[src/rtl/epmp_ifetch.sv]
// Instruction fetch sequencer: reads one byte at PC over a req/ack handshake,
// presents it on IBL with a one-cycle IR_Load strobe, and owns the PC.
module epmp_ifetch #(
  parameter int          AW       = 8,
  parameter int          DW       = 8,
  parameter logic [AW-1:0] RESET_PC = '0,
  parameter int          TIMEOUT  = 15
) (
  input  logic          clk,
  input  logic          rst,
  input  logic          fetch_start,
  input  logic          pc_load,
  input  logic [AW-1:0] pc_in,
  output logic          mem_rd,
  output logic [AW-1:0] mem_addr,
  input  logic          mem_ack,
  input  logic [DW-1:0] mem_din,
  output logic [DW-1:0] IBL,
  output logic          IR_Load,
  output logic [AW-1:0] pc,
  output logic          busy,
  output logic          fetch_done,
  output logic          fetch_err
);

  typedef enum logic [1:0] {IDLE, REQ, LOAD} state_t;

  localparam logic [7:0] TO_LAST = 8'(TIMEOUT - 1);

  state_t        state, state_nx;
  logic [7:0]    cnt, cnt_nx;
  logic [AW-1:0] pc_nx, addr_nx;
  logic [DW-1:0] ibl_nx;
  logic          rd_nx, irl_nx, err_nx;

  always_comb begin
    state_nx = state;
    cnt_nx   = cnt;
    pc_nx    = pc;
    addr_nx  = mem_addr;
    ibl_nx   = IBL;
    rd_nx    = mem_rd;
    irl_nx   = 1'b0;
    err_nx   = 1'b0;
    unique case (state)
      IDLE: begin
        if (pc_load) pc_nx = pc_in;
        if (fetch_start) begin
          addr_nx  = pc_load ? pc_in : pc;
          rd_nx    = 1'b1;
          cnt_nx   = '0;
          state_nx = REQ;
        end
      end
      REQ: begin
        // ack wins even on the last allowed cycle
        if (mem_rd && mem_ack) begin
          ibl_nx   = mem_din;
          rd_nx    = 1'b0;
          state_nx = LOAD;
        end else if (cnt == TO_LAST) begin
          rd_nx    = 1'b0;
          err_nx   = 1'b1;
          state_nx = IDLE;
        end else begin
          cnt_nx = cnt + 8'd1;
        end
      end
      LOAD: begin
        irl_nx   = 1'b1;
        pc_nx    = pc + AW'(1);
        state_nx = IDLE;
      end
      default: state_nx = IDLE;
    endcase
  end

  // busy is registered, so it tracks the state being entered
  always_ff @(posedge clk) begin
    if (rst) begin
      state      <= IDLE;
      cnt        <= '0;
      pc         <= RESET_PC;
      mem_addr   <= '0;
      mem_rd     <= 1'b0;
      IBL        <= '0;
      IR_Load    <= 1'b0;
      fetch_done <= 1'b0;
      fetch_err  <= 1'b0;
      busy       <= 1'b0;
    end else begin
      state      <= state_nx;
      cnt        <= cnt_nx;
      pc         <= pc_nx;
      mem_addr   <= addr_nx;
      mem_rd     <= rd_nx;
      IBL        <= ibl_nx;
      IR_Load    <= irl_nx;
      fetch_done <= irl_nx;
      fetch_err  <= err_nx;
      busy       <= (state_nx != IDLE);
    end
  end

endmodule

[config.mk]
export PLATFORM = sky130hd
export DESIGN_NAME = epmp_ifetch
export DESIGN_NICKNAME = d
export VERILOG_FILES = /design/src/rtl/epmp_ifetch.sv
export SDC_FILE = /design/constraint.sdc
export NUM_CORES = 1
export LEC_CHECK = 0
export CELL_PAD_IN_SITES_DETAIL_PLACEMENT = 1
export CELL_PAD_IN_SITES_GLOBAL_PLACEMENT = 2
export CORE_MARGIN = 5
export CORE_UTILIZATION = 29
export DETAILED_ROUTE_END_ITERATION = 16
export PLACE_DENSITY = 0.84
export REMOVE_ABC_BUFFERS = 1
export SLEW_MARGIN = 20
export SYNTH_ARGS = -nofsm -noshare
export SYNTH_HDL_FRONTEND = slang
export SYNTH_SLANG_ARGS = --single-unit
[constraint.sdc]
create_clock -name clk -period 4.1 [get_ports clk]
set_input_delay 0.615 -clock clk [delete_from_list [all_inputs] [get_ports clk]]
set_output_delay 0.615 -clock clk [all_outputs]
set_load 0.05 [all_outputs]
## Word-level counts from Yosys, hierarchy flattened

Cells that the tools add are included.

- Register bits after elaboration: 38
- Input port bits: 21
- Output and inout port bits: 29
- Word-level logic and storage cells: 45

- Add/sub/neg operators: 2
- Equality and inequality tests: 7
- Mux-type cells: 16
- Bitwise operators: 1
- Reductions and logical operators: 10

Operators by type and width:

| kind | count |
|---|---|
| 8-bit two-way mux | 4 |
| 8-bit one-hot mux with 2 select lines | 2 |
| 8-bit by 1-bit adder with 8-bit output, second input constant | 2 |
| 8-bit by 4-bit == test with 1-bit output, second input constant | 1 |
| 2-bit two-way mux | 3 |
| 2-bit inequality test, second input constant | 3 |
| 2-bit nonzero test | 3 |
| 1-bit two-way mux | 5 |
| 2-bit one-hot mux with 2 select lines | 1 |
| 2-bit AND reduction | 2 |
| 4-bit AND reduction | 1 |
| 3-bit inequality test, second input constant | 1 |
| 3-bit AND reduction | 1 |
| 3-bit OR reduction | 1 |
| 2-bit by 1-bit == test with 1-bit output, second input constant | 1 |
| 2-bit == test, second input constant | 1 |
| 2-bit zero test | 1 |
| 1-bit one-hot mux with 2 select lines | 1 |
| 1-bit logical AND | 1 |
| 1-bit NOT | 1 |

## Depth between registers and ports, before layout

Gate-level depths: netlist (run 1).

- Depth in word-level cells: 5
- Gate-level depth with buffers: 6
- Gate-level depth less buffers: 5

## Worst setup path before layout (run 1)

No wires, ideal clock.

- Path kind: input to register
- From: in mem_ack
- To: reg cnt[6]
- Setup time: 0.074 ns
- Arrival time: 1.767 ns
- Required time: 4.026 ns
- Slack: 2.258 ns
- Stages: 5
- Path buffers: 1
- Cell sequence: and2_0 > a311o_1 > buf_6 > or3_1 > a31oi_1

- Word-level cells in the longest chain between the ends: 3

Ends and longest elaborated chain:

| element | RTL line | text |
|---|---|---|
| start: declaration | 16 | `input logic mem_ack,` |
| 1-bit logical AND | 57 | `if (mem_rd && mem_ack) begin` |
| 2-bit inequality test (no source line) | -- |  |
| 4-bit AND reduction (no source line) | -- |  |
| end signal: assignment | 93 | `cnt <= cnt_nx;` |
| end: declaration | 31 | `logic [7:0] cnt, cnt_nx;` |

Every way passes these cells.
A chain may end at the register's enable or synchronous reset.

## Worst setup path after layout (run 1)

- From: in mem_ack
- To: reg cnt[5]

The elaborated chain is that of the path after synthesis.

==> metrics.md, run 1 <==
| Metric | Value |
|---|---|
| CTS tree | `done` |
| Leak | `0.846 nW` |
| Number of synthesized flops with an enable pin | `0` |
| Clk_lat worst skew | `0.29 ns` |
| Routed len/inst | `15.2 µm` |
| Die Wd | `88.1 µm` |
| Share of cells above drive strength 1 | `6.67%` |
| Crit. End Element | `register` |
| Placed Cells | `322` |
| Post-route ant nets | `0` |
| GPL Wtd Cong | `0.751` |
| GRT overflow | `0` |
| Dpl cell area | `0.00231 mm²` |
| Slew at the pin with the worst max-slew slack | `0.754 ns` |
| Crit path DAT | `2.49 ns` |
| Initial core utilization | `29.9%` |
| Final WS setup | `1.82 ns` |
| Synth Flop Type | `dfxtp_1` |
| Io pins | `50` |
| Initial antenna violation count | `0` |
| Largest net degree at the start of global routing | `19` |
| IO Port Bufs | `49` |
| Final period util | `55.6%` |
| Status | `finished, final reports clean` |
| Tot Pwr | `0.990 mW` |
| CP delay by family, top | `simple AND/OR/NAND/NOR gates` |
| Clock Tree Buf Depth | `2` |
| Most frequent cells in the layout | `clkdlybuf4s50_1, dfxtp_1, nand2_1` |
| WL final | `5000 µm` |
| Crit-path max FO | `12` |
| Yosys cell types | `42` |
| Cells after Synth | `208` |
| Post-synth ARST share | `0%` |
| # resized after CTS | `0` |
| Max-Cap Viols | `0` |
| Fin nets | `278` |
| DRC | `0` |
| CP Cell Sequence | `clkdlybuf4s50_1 > and2_0 > a311o_1 > or4_1 > a31oi_1` |
| R2R Path Start | `state[0]` |
| Fmax | `439 MHz` |
| Die Height | `88.1 µm` |
| Total clock sinks | `38` |
| Post-CTS Setup Inserts | `0` |
| Max Slew Vio Count | `0` |
| Num CTS Buffers | `5` |
| CP max stage cell | `or4_1` |
| H-tree depth | `2` |
| Hpwl dp | `3730 µm` |
| WP buf/inv | `1` |
| Avg Cell Area, Syn | `8.50 µm²` |
| N_diodes | `0` |
| Hold Path Class | `register to register` |
| Hold path start | `IBL[5]` |
| Crit start category | `primary input` |
| Final setup vio count | `0` |
| Synth warn | `0` |
| P&R area growth vs syn | `38.2%` |
| Via/cell ratio | `5.11` |
| Worst hold slack | `0.464 ns` |
| Root Driver | `clkbuf_8` |
| Ranking of synthesized cells by area | `dfxtp_1, mux2i_1, nand2_1, a21oi_1, a211oi_1` |
| Minimum clock period | `2.28 ns` |
| Fillers | `718` |
| Vias in the first global route | `1696` |
| Max_slew headroom | `49.6%` |
| Vias | `1685` |
| Core region area | `0.00592 mm²` |
| Crit Path Class | `primary input to register` |
| WP data required | `4.31 ns` |
| VDD IR-drop max | `156 µV` |
| Pre-CTS WS | `1.54 ns` |
| Post-synthesis cell area | `0.00177 mm²` |
| Seq/Total Area, Yosys | `43.0%` |
| First-pass GRT wire length | `8300 µm` |
| Drt initial violations | `69` |
| Core Rows | `28` |
| CTS clk-pin slew, worst paths | `0.08 ns` |
| Top-area cell type share of the netlist area | `43.0%` |
| Post-Route Setup TNS | `0 ns` |
| Design area | `0.00244 mm²` |
| Yosys top cell by area | `dfxtp_1` |
| Slowest Stage Delay on Critical Path | `0.52 ns` |
| Layout Utilization | `41.3%` |
| RSZ-0062 raised after global routing | `no` |
| Leading cell type in the layout, fill and taps excluded | `clkdlybuf4s50_1` |
| Number of iterations in the first detailed-routing pass | `4` |
| Pwr dens | `405 mW/mm²` |
| GRT Total Usage | `13.5%` |
| Seq cells post-synth | `38` |
| Die ar. | `0.00776 mm²` |
| Final hold viol count | `0` |
| Hold buffers post-CTS | `0` |
| Setup Skew | `0.0104 ns` |
| Non-Filler Instances | `330` |
| Critical Path Start | `mem_ack` |
layout make-up:
type / instances / area, µm² / area share [%]
Sequential cell: 38 / 761 / 31.1
Inverter: 4 / 15.0 / 0.614
Multi-Input combinational cell: 153 / 923 / 37.8
Clock buffer: 5 / 68.8 / 2.82
Tap cell: 75 / 93.8 / 3.84
Clock inverter: 3 / 68.8 / 2.82
Timing Repair Buffer: 52 / 513 / 21.0
sequential cells by signal (all words and copies together) (netlist names):
register / count
fetch_err: 1
state: 2
pc: 8
fetch_done: 1
IBL: 8
mem_rd: 1
cnt: 8
mem_addr: 8
busy: 1
worst reg2reg max path, delay by kind of cell, from the launching register on:
kind | cells | cell delay, ns
and+or+nand+nor | 2 | 0.82
AOI/OAI and AO/OA | 2 | 0.68
DFF | 1 | 0.59
worst paths after layout:
check	cells past startpoint	slack, ns	endpoint
setup / recovery	5	1.82	cnt[5]
hold / removal	2	0.46	IBL[5]
setup reg to reg	4	1.93	cnt[5]
hold reg to reg	2	0.46	IBL[5]
logic make-up after synthesis:
| group | share of synthesized area [%] |
|---|---|
| AND/OR/NAND/NOR | 24.0 |
| AO/OA/AOI/OAI | 18.9 |
| flip-flops | 43.0 |
| buffers and inverters | 4.74 |
| multiplexers | 5.73 |
| XOR/XNOR | 1.49 |
| adder cells (fa/ha/maj) | 2.12 |
cells in the mapped netlist, types with 2 or more instances:
library cell / count
nand3_1: 14
a21oi_1: 17
a32oi_1: 3
nand4_1: 3
buf_6: 2
nand2b_1: 3
nand2_1: 24
and3_1: 2
a31oi_1: 5
nor3_1: 5
nor3b_1: 2
nor2_1: 20
mux2i_1: 9
xnor2_1: 2
dfxtp_1: 38
o21ai_0: 3
inv_1: 4
ha_1: 3
clkbuf_1: 8
a211oi_1: 11
o22ai_1: 6
or3_1: 4
power by group:
part	internal [mW]	leakage, nW	total, mW	switching, mW
Clock	0.244	0.0683	0.386	0.142
Sequential	0.388	0.311	0.409	0.0206
Combinational	0.0760	0.467	0.195	0.119
Total	0.708	0.846	0.990	0.282
routing by layer:
layer	track usage (%)	up-vias	wire (µm)
met5	0	-	0
met4	4.53	0	65
met3	2.73	8	274
met2	23.1	46	2430
met1	16.9	786	2240
li1	-	845	-
Power figures use the tool's default switching activity.
==> run 2: changes to the inputs <==
--- a/config.mk
+++ b/config.mk
@@ -8,9 +8,9 @@
 export CELL_PAD_IN_SITES_DETAIL_PLACEMENT = 1
 export CELL_PAD_IN_SITES_GLOBAL_PLACEMENT = 2
 export CORE_MARGIN = 5
-export CORE_UTILIZATION = 29
+export CORE_UTILIZATION = 27
 export DETAILED_ROUTE_END_ITERATION = 16
-export PLACE_DENSITY = 0.84
+export PLACE_DENSITY = 0.79
 export REMOVE_ABC_BUFFERS = 1
 export SLEW_MARGIN = 20
 export SYNTH_ARGS = -nofsm -noshare
==> constraint.sdc (replaced) <==
create_clock -name clk -period 2.1 [get_ports clk]
set_input_delay 0.315 -clock clk [delete_from_list [all_inputs] [get_ports clk]]
set_output_delay 0.315 -clock clk [all_outputs]
set_load 0.05 [all_outputs]
==> metrics.md, run 2 (synthesized netlist as in run 1, its figures left out) <==
| Metric | Value |
|---|---|
| Status | `finished, final reports clean (unchanged)` |
| Total clock sinks | `38 (unchanged)` |
| Via/cell ratio | `5.03 (was 5.11)` |
| Fmax | `530 MHz` |
| R2R Path Start | `cnt[0] (was state[0])` |
| Clock share of power | `30.6% (was 39.0%)` |
| Crit Path Class | `register to output port (was primary input to register)` |
| Switching Share | `31.4% (was 28.5%)` |
| Num CTS Buffers | `5 (unchanged)` |
| Design area | `0.00250 mm² (was 0.00244 mm²)` |
| VDD IR-drop max | `273 µV (was 156 µV)` |
| Fin nets | `290 (was 278)` |
| WP buf/inv | `1 (unchanged)` |
| Core Rows | `29 (was 28)` |
| Core region area | `0.00635 mm² (was 0.00592 mm²)` |
| Minimum clock period | `1.89 ns` |
| Post-route ant nets | `0 (unchanged)` |
| Hold endpoint | `IBL[6] (was IBL[5])` |
| Clock Tree Buf Depth | `2 (unchanged)` |
| Final hold viol count | `0 (unchanged)` |
| Routed len/inst | `14.7 µm (was 15.2 µm)` |
| Hold buffers post-CTS | `0 (unchanged)` |
| Reg power frac | `45.5% (was 41.3%)` |
| Grt met1 use | `16.1% (was 16.9%)` |
| # resized after CTS | `0 (unchanged)` |
| Die Height | `90.9 µm (was 88.1 µm)` |
| WP data required | `1.78 ns (was 4.31 ns)` |
| Final setup vio count | `0 (unchanged)` |
| Comb pwr share | `23.9% (was 19.7%)` |
| Busiest grt layer | `met2 (unchanged)` |
| Crit. End Element | `output port (was register)` |
| Die ar. | `0.00827 mm² (was 0.00776 mm²)` |
| CTS clk-pin slew, worst paths | `0.08 ns (about the same)` |
| R2R Path End | `cnt[5] (unchanged)` |
| Largest net degree at the start of global routing | `39 (was 19)` |
| CTS tree | `done (unchanged)` |
| R2R depth | `5 (was 4)` |
| Met2 GRT Util | `19.9% (was 23.1%)` |
| Max-Cap Viols | `0 (unchanged)` |
| Slowest Stage Delay on Critical Path | `0.85 ns (was 0.52 ns)` |
| Dpl cell area | `0.00241 mm² (was 0.00231 mm²)` |
| Setup Skew | `0.00585 ns (was 0.0104 ns)` |
| GRT overflow | `0 (unchanged)` |
| Hpwl dp | `3690 µm (was 3730 µm)` |
| Root Driver | `clkbuf_8 (unchanged)` |
| Leading cell type in the layout, fill and taps excluded | `clkdlybuf4s50_1 (unchanged)` |
| Pwr dens | `695 mW/mm² (was 405 mW/mm²)` |
| H-tree depth | `2 (unchanged)` |
| First-pass GRT wire length | `8500 µm (was 8300 µm)` |
| Cells on Worst Hold Path | `2 (unchanged)` |
| Post-Route Setup TNS | `0 ns (unchanged)` |
| Drt initial violations | `45 (was 69)` |
| Power Internal | `1.19 mW (was 0.708 mW)` |
| Max_slew headroom | `65.0% (was 49.6%)` |
| Vias in the first global route | `1775 (was 1696)` |
| Psw | `0.547 mW (was 0.282 mW)` |
| Die Wd | `90.9 µm (was 88.1 µm)` |
| Share of cells above drive strength 1 | `10.5% (was 6.67%)` |
| Initial core utilization | `27.8% (was 29.9%)` |
| Leak | `0.890 nW (was 0.846 nW)` |
| Clk_lat worst skew | `0.29 ns (about the same)` |
| Final period util | `89.9%` |
| Number of iterations in the first detailed-routing pass | `4 (unchanged)` |
| Crit-path max FO | `7 (was 12)` |
| CP max stage cell | `clkdlybuf4s50_1 (was or4_1)` |
| Crit path DAT | `1.57 ns (was 2.49 ns)` |
| Met3 Use GR | `2.42% (was 2.73%)` |
| Fillers | `747 (was 718)` |
| Reg-to-reg setup timing slack | `0.23 ns (was 1.93 ns)` |
| IO Port Bufs | `49 (unchanged)` |
| Slew at the pin with the worst max-slew slack | `0.523 ns (was 0.754 ns)` |
| Io pins | `50 (unchanged)` |
| CP delay by family, top | `buffers and inverters (was simple AND/OR/NAND/NOR gates)` |
| P&R area growth vs syn | `41.5% (was 38.2%)` |
| Max Slew Vio Count | `0 (unchanged)` |
| Most frequent cells in the layout | `clkdlybuf4s50_1, dfxtp_1, nand2_1 (unchanged)` |
| WL final | `5050 µm (was 5000 µm)` |
| Post-CTS Setup Inserts | `0 (unchanged)` |
| Hold Path Class | `register to register (unchanged)` |
| GRT Total Usage | `12.2% (was 13.5%)` |
| Vias | `1730 (was 1685)` |
| N_diodes | `0 (unchanged)` |
| Crit start category | `register (was primary input)` |
| RSZ-0062 raised after global routing | `no (unchanged)` |
| Initial antenna violation count | `0 (unchanged)` |
| DRC | `0 (unchanged)` |
| CP Cell Sequence | `clkdlybuf4s50_1 (was clkdlybuf4s50_1 > and2_0 > a311o_1 > or4_1 > a31oi_1)` |
| Hold path start | `IBL[6] (was IBL[5])` |
| GPL Wtd Cong | `0.736 (was 0.751)` |
## run 2: worst reg2reg max path, stage by stage (launching register included)
cell,delay [ns]
dfxtp_1,0.42
inv_1,0.09
ha_1,0.26
a311o_1,0.38
or4_1,0.50
a31oi_1,0.16
## run 2: metal layers
| metal | part of all wire, % | routed length (µm) |
|---|---|---|
| met5 | 0 | 0 |
| met4 | 1.0 | 51 |
| met1 | 48 | 2430 |
| met3 | 4.3 | 216 |
| met2 | 47 | 2360 |
## run 2: layout make-up
class                      instances  area, µm²  area share, %
inverter                           4       15.0          0.600
tap                               77       96.3           3.85
sequential                        38        761           30.4
timing repair buffer              64        616           24.6
clock inverter                     1       5.00          0.200
multi-input combinational        153        923           36.9
clock buffer                       7       86.3           3.45
## run 2: worst max-delay path by stage
stage                     startpoint  endpoint  cells past startpoint
after CTS                      pc[5]     pc[5]                      1
after floorplan               mem_rd    cnt[5]                      4
final                          pc[4]     pc[4]                      1
after global routing          cnt[0]    cnt[5]                      5
after detailed placement     mem_ack    cnt[5]                      5
after global placement       mem_ack    cnt[5]                      5
## run 2: per-stage QoR
stage / hold slack (ns) / power [mW] / setup WS (ns) / util, % / instances
after detailed placement: 0.452 / 1.23 / 0.0127 / 38.0 / 336
after floorplan: 0.384 / 1.03 / 0.219 / - / 195
after CTS: 0.463 / 1.77 / 0.191 / 39.4 / 344
final: 0.456 / 1.74 / 0.212 / 39.4 / 344
after global placement: 0.441 / 1.22 / 0.0739 / 38.0 / 336
after global routing: 0.490 / 1.83 / 0.0915 / 39.4 / 344
## run 2: power by group through the flow
stage | combinational (mW) | sequential, mW | clock (mW)
floorplan | 0.114 | 0.920 | 0
global placement | 0.415 | 0.809 | 0
detailed placement | 0.419 | 0.810 | 0
CTS | 0.421 | 0.793 | 0.555
global route | 0.448 | 0.799 | 0.582
finish | 0.415 | 0.792 | 0.533
